`src/rtl/frame_downscaler.sv`:
```
`default_nettype none
// ============================================================================
//  Module   : frame_downscaler
//  Purpose  : 2x2 box-average downscaler, RGB 3:3:3 camera stream to
//             half-resolution framebuffer writes, one pixel per pclk.
//  Options  : DOWNSCALE_ROUND_EN - round-to-nearest (saturating) instead of
//             truncation when reducing the 2x2 channel sums.
//  Revision : 1.0 - initial release
// ============================================================================
module frame_downscaler #(
    parameter int H_IN   = 640,
    parameter int V_IN   = 480,
    parameter int ADDR_W = 17
) (
    input  logic              pclk,
    input  logic              reset,
    input  logic              cam_vsync,
    input  logic              wren_in,
    input  logic [8:0]        rgb_in,
    input  logic [9:0]        x_in,
    input  logic [9:0]        y_in,
    output logic              fb_we,
    output logic [ADDR_W-1:0] fb_addr,
    output logic [8:0]        fb_data,
    output logic              frame_done,
    output logic              pair_err
);

    localparam int                c_HALF_W    = H_IN / 2;
    localparam int                c_IDX_W     = (c_HALF_W > 1) ? $clog2(c_HALF_W) : 1;
    localparam logic [10:0]       c_H_LIM     = 11'(H_IN);
    localparam logic [10:0]       c_V_LIM     = 11'(V_IN);
    localparam logic [ADDR_W-1:0] c_HALF_W_V  = ADDR_W'(c_HALF_W);
    localparam logic [ADDR_W-1:0] c_LAST_ADDR = ADDR_W'(c_HALF_W * (V_IN / 2) - 1);

    // Row base address as a sum of shifted copies of the row index.
    function automatic logic [ADDR_W-1:0] f_row_base(input logic [8:0] row);
        logic [ADDR_W-1:0] acc;
        acc = '0;
        for (int i = 0; i < ADDR_W; i++) begin
            if (c_HALF_W_V[i]) begin
                acc = acc + (ADDR_W'(row) << i);
            end
        end
        return acc;
    endfunction

    function automatic logic [2:0] f_reduce(input logic [4:0] s);
`ifdef DOWNSCALE_ROUND_EN
        logic [5:0] t;
        t = (6'(s) + 6'd2) >> 2;
        return (t > 6'd7) ? 3'd7 : t[2:0];
`else
        return 3'(s >> 2);
`endif
    endfunction

    logic                r_hold_valid;
    logic [8:0]          r_hold_rgb;
    logic [9:0]          r_hold_x;
    logic [9:0]          r_hold_y;
    logic                r_pair_err;

    logic [11:0]         r_linebuf [c_HALF_W];
    logic [11:0]         r_lb_rd;

    logic                r_s1_valid;
    logic [11:0]         r_s1_sum;
    logic [ADDR_W-1:0]   r_s1_addr;

    logic                r_fb_we;
    logic [ADDR_W-1:0]   r_fb_addr;
    logic [8:0]          r_fb_data;
    logic                r_frame_done;

    logic                w_accept;
    logic                w_even;
    logic                w_odd;
    logic                w_match;
    logic                w_pair;
    logic [c_IDX_W-1:0]  w_col;
    logic [11:0]         w_pair_sum;
    logic [ADDR_W-1:0]   w_addr;
    logic [4:0]          w_tot_r;
    logic [4:0]          w_tot_g;
    logic [4:0]          w_tot_b;

    // vsync takes precedence: a pixel arriving with it is ignored.
    assign w_accept = wren_in && !cam_vsync
                    && ({1'b0, x_in} < c_H_LIM) && ({1'b0, y_in} < c_V_LIM);
    assign w_even   = w_accept && !x_in[0];
    assign w_odd    = w_accept && x_in[0];
    assign w_match  = r_hold_valid && (r_hold_x == {x_in[9:1], 1'b0}) && (r_hold_y == y_in);
    assign w_pair   = w_odd && w_match;
    assign w_col    = x_in[c_IDX_W:1];
    assign w_addr   = f_row_base(y_in[9:1]) + ADDR_W'(x_in[9:1]);

    assign w_pair_sum = {4'(r_hold_rgb[8:6]) + 4'(rgb_in[8:6]),
                         4'(r_hold_rgb[5:3]) + 4'(rgb_in[5:3]),
                         4'(r_hold_rgb[2:0]) + 4'(rgb_in[2:0])};

    always_ff @(posedge pclk or negedge reset) begin
        if (!reset) begin
            r_hold_valid <= 1'b0;
            r_hold_rgb   <= '0;
            r_hold_x     <= '0;
            r_hold_y     <= '0;
            r_pair_err   <= 1'b0;
        end else if (cam_vsync) begin
            r_hold_valid <= 1'b0;
            r_pair_err   <= 1'b0;
        end else if (w_even) begin
            r_hold_valid <= 1'b1;
            r_hold_rgb   <= rgb_in;
            r_hold_x     <= x_in;
            r_hold_y     <= y_in;
            if (r_hold_valid) begin
                r_pair_err <= 1'b1;
            end
        end else if (w_odd) begin
            if (w_match) begin
                r_hold_valid <= 1'b0;
            end else begin
                r_pair_err <= 1'b1;
            end
        end
    end

    // Single-port line buffer: even rows write, odd rows read.
    always_ff @(posedge pclk) begin
        if (w_pair) begin
            if (y_in[0]) begin
                r_lb_rd <= r_linebuf[w_col];
            end else begin
                r_linebuf[w_col] <= w_pair_sum;
            end
        end
    end

    always_ff @(posedge pclk or negedge reset) begin
        if (!reset) begin
            r_s1_valid <= 1'b0;
            r_s1_sum   <= '0;
            r_s1_addr  <= '0;
        end else begin
            r_s1_valid <= w_pair && y_in[0];
            if (w_pair && y_in[0]) begin
                r_s1_sum  <= w_pair_sum;
                r_s1_addr <= w_addr;
            end
        end
    end

    assign w_tot_r = 5'(r_s1_sum[11:8]) + 5'(r_lb_rd[11:8]);
    assign w_tot_g = 5'(r_s1_sum[7:4])  + 5'(r_lb_rd[7:4]);
    assign w_tot_b = 5'(r_s1_sum[3:0])  + 5'(r_lb_rd[3:0]);

    always_ff @(posedge pclk or negedge reset) begin
        if (!reset) begin
            r_fb_we      <= 1'b0;
            r_fb_addr    <= '0;
            r_fb_data    <= '0;
            r_frame_done <= 1'b0;
        end else begin
            r_fb_we      <= r_s1_valid;
            r_frame_done <= r_s1_valid && (r_s1_addr == c_LAST_ADDR);
            if (r_s1_valid) begin
                r_fb_addr <= r_s1_addr;
                r_fb_data <= {f_reduce(w_tot_r), f_reduce(w_tot_g), f_reduce(w_tot_b)};
            end
        end
    end

    assign fb_we      = r_fb_we;
    assign fb_addr    = r_fb_addr;
    assign fb_data    = r_fb_data;
    assign frame_done = r_frame_done;
    assign pair_err   = r_pair_err;

endmodule
`default_nettype wire

```
`config.mk`:
```
export PLATFORM = sky130hd
export DESIGN_NAME = frame_downscaler
export DESIGN_NICKNAME = d
export VERILOG_FILES = /design/src/rtl/frame_downscaler.sv
export SDC_FILE = /design/constraint.sdc
export NUM_CORES = 2
export LEC_CHECK = 0
export ABC_AREA = 1
export CORE_MARGIN = 2
export CORE_UTILIZATION = 50
export CTS_CLUSTER_DIAMETER = 80
export DETAILED_ROUTE_END_ITERATION = 10
export PLACE_DENSITY = 0.68
export SLEW_MARGIN = 20
export SYNTH_ARGS = -nofsm -noshare
export SYNTH_HDL_FRONTEND = slang
export SYNTH_SLANG_ARGS = --single-unit
```
`constraint.sdc`:
```
create_clock -name pclk -period 11.4 [get_ports pclk]
set_input_delay 2.28 -clock pclk [delete_from_list [all_inputs] [get_ports pclk]]
set_output_delay 2.28 -clock pclk [all_outputs]
set_load 0.005 [all_outputs]
```
==> flow_summary.toml <==
[worst_setup_path]
critPathSlowestCell = "buf_4"
start_kind = "input pin"
worstPathMaxFanout = 87
crit_type = "input pin to register"
critical_path.max_stage_delay_ns = 0.67
crit_arrival_ns = 7.36
crit_chain = "buf_8, buf_12, nand2_1, inv_8, buf_4, buf_4, nand2_1, nand4_1, nand2_1, nand2_1, o21ai_0, nand2_1, nor2_1, nor2_1, nor2_1, nand2_1"
critPathMostFrequentCell = "nand2_1"
cp.required_ns = 12.16
worst_setup_path_end_kind = "register"

[sta]
max_slew_margin_pct = 20.1
final-hold-violation-count = 0
fin_crit_sh_pct = 57.9
finalSetupViolations = 0
fin_tns_setup_ns = 0
post-route-min-period_ns = 6.60
max_freq_mhz = 152
worstMarginPinSlew_ns = 1.19
drv_slew = 0
clock_skew_ns = 0.0624
rsz0062_at_grt = "false"
whs_ns = 0.468

[floorplan]
start_util_pct = 50.2
placementRows = 207
core_region_area_mm2 = 0.318
die_x_um = 569
chipHeight_um = 569
io_pins = 62
die_area_mm2 = 0.323

[routing]
ant_nets = 0
wl_um = 451000
post_drt_wl_per_cell_um = 24.1
dr_total_vias = 106000
first_iter_violations = 14200
drc = 0
viasPerCell = 5.65
dr.pass1.iters = 6

[pwr]
p_sw_uw = 8390
ir_drop_v = 0.000154
p_leak_uw = 0.0674
power_frac_clock_pct = 38.1
combPwrFrac_pct = 10.2
power.density_mw_per_mm2 = 188
p_int_uw = 25000
swShare_pct = 25.1
power_frac_seq_pct = 51.7

[clock_network]
cts.sinks = 3941
cts-htree-levels = 5
clock_path_buffers = 4
holdBufCountCts = 0
clk_pin_slew_ns = 0.06
cts_made_buffers = 386
cts-root-buf = "clkbuf_16"
clk_latency_ns = 0.94
post_cts_buffers = 0
tritoncts = "built"
cts-resized-gates = 0

[synth]
yosys.area.top_type = "edfxtp_1"
avgSynthCellArea_um2 = 11.1
yosysMostFrequentCell = "nand2_1"
synth_xor_area_share_pct = 0.0824
synth-seq-cells = 3941
syn_nets = 14400
synthMuxAreaShare_pct = 0
synthAdderAreaFrac_pct = 0.337
synth_cells = 14300
yosys-top-cells-area = "edfxtp_1 (73%), nand2_1 (18%), nor2_1 (1.6%)"
synth_common_cells = "nand2_1 (7,694), edfxtp_1 (3,852), nor2_1 (675), clkbuf_1 (484), o21ai_0 (362)"
synth.cell_area_mm2 = 0.159
ys_types = 37
synthSimpleGateAreaFrac_pct = 21.7
synth-compound-area-share_pct = 1.77
ys_seq_area_share_pct = 73.9
ys.warnings.count = 0
synth_top_family_by_area = "simple AND/OR/NAND/NOR gates"
synth_edf_count = 3852
synth_ff_type = "edfxtp_1"
ys_async_sr_fraction_pct = 2.26
yosys.area.top_type_share_pct = 72.5

[global_routing]
grt_pass1_vias = 99600
track_usage_pct = 27.4
gr-total-overflow = 0
grt_pass1_wl_um = 656000
grt_max_degree = 163
antenna_found_initial = 17

[placement]
post-dp-hpwl_um = 250000
place.gp.congestion = 0.898
io_buffer_count = 61

[job]
cap_viol_max_count = 0

[final_layout]
drive_gt1_share_pct = 6.53
area_growth_syn_to_layout_pct = 11.2
fin_nets = 14300
multi_input_area_mm2 = 0.0387
seqCellArea_mm2 = 0.118
fillers = 25600

[min_path]
min_path_type = "register to register"

[outcome]
outcome = "complete, no violations"
-- path summary, 6_finish.rpt --
| kind | startpoint | end | slack (ns) | depth (start not counted) |
|---|---|---|---|---|
| max in group asynchronous | reset | fb_addr[6] | 8.99 | 2 |
| max reg2reg | r_hold_valid | r_linebuf[299][10] | 7.10 | 9 |
| min reg2reg | fb_addr[0] | fb_addr[0] | 0.47 | 2 |
| max | x_in[1] | r_lb_rd[1] | 4.80 | 16 |
| min | fb_addr[0] | fb_addr[0] | 0.47 | 2 |
| min in group asynchronous | reset | fb_data[0] | 1.29 | 1 |
-- registers in the layout, summed over array words and instances (netlist names) --
register,cells
fb_addr,17
fb_data,9
fb_we,1
frame_done,1
pair_err,1
r_hold_rgb,9
r_hold_valid,1
r_hold_x,10
r_hold_y,10
r_lb_rd,12
r_linebuf,3840
r_s1_addr,17
r_s1_sum,12
r_s1_valid,1
-- per-stage QoR --
step / total power (µW) / area (µm²) / worst slack, ns / cells / util (%)
5_1_grt: 34200 / 177000 / 4.68 / 18800 / 55.8
3_3_place_gp: 20900 / 165000 / 4.07 / 18100 / 51.8
4_1_cts: 33400 / 177000 / 5.01 / 18700 / 55.7
6_report: 33400 / 177000 / 4.80 / 18800 / 55.8
3_5_place_dp: 20900 / 165000 / 4.03 / 18100 / 51.8
2_1_floorplan: 19500 / 159000 / 2.17 / 14300 / -
-- power groups by stage --
stage / clock, µW / sequential [µW] / combinational [µW]
final: 12700 / 17300 / 3420
after global routing: 13300 / 17300 / 3600
after CTS: 12800 / 17300 / 3360
after detailed placement: 0 / 17600 / 3360
after global placement: 0 / 17600 / 3310
after floorplan: 0 / 18000 / 1550
-- cells in the final DEF (no fill, tap or decap), types with 6 or more instances in the layout --
master and instances:
nand3_1 267, clkinv_8 6, ha_1 32, clkdlybuf4s50_1 58, xor2_1 9, inv_8 11, inv_1 82, nor2_1 541
buf_12 32, clkbuf_16 393, nor4_1 6, nand4_1 269, a22oi_1 6, clkinv_2 80, a21oi_1 175, nand2_1 7691
inv_2 21, clkinvlp_4 10, nor2_2 125, buf_4 179, nand4_2 8, clkinv_1 92, edfxtp_1 3852, bufinv_16 44
nor2_4 10, dfrtp_1 89, diode_2 6, o21ai_0 362, clkbuf_1 59
-- cells by family (layout without fill, tap and decap cells) --
family                     count (synthesis)  in the layout
xor gates and xnor gates                  15             15
adders and majority gates                 40             40
other                                      0              6
AOI/OAI and AO/OA                        555            555
DFF                                     3941           3941
and+or+nand+nor                         8936           8936
buffers and inverters                    848           1082
-- layout make-up --
| cell class | count | share of cell area [%] |
|---|---|---|
| Sequential cell | 3941 | 66.5 |
| Timing Repair Buffer | 272 | 1.47 |
| Antenna cell | 6 | 0.00846 |
| Multi-Input combinational cell | 9546 | 21.8 |
| Inverter | 116 | 0.288 |
| Clock inverter | 242 | 1.34 |
| Tap cell | 4180 | 2.95 |
| Clock buffer | 452 | 5.67 |
-- critical path: cells and delay by family --
kind	cells	cell delay, ns
AND/OR/NAND/NOR	10	2.04
AO/OA/AOI/OAI	1	0.11
buffers and inverters	5	2.70
-- metal layers --
| metal | track usage [%] | vias to the layer above | part of all wire (%) |
|---|---|---|---|
| met4 | 11.1 | 17 | 4.1 |
| met2 | 42.5 | 5960 | 46 |
| met5 | 0 | - | 0.096 |
| met3 | 5.22 | 927 | 11 |
| met1 | 38.2 | 51200 | 39 |
| li1 | - | 47900 | - |
No activity file was read; power rests on OpenSTA's default activity.
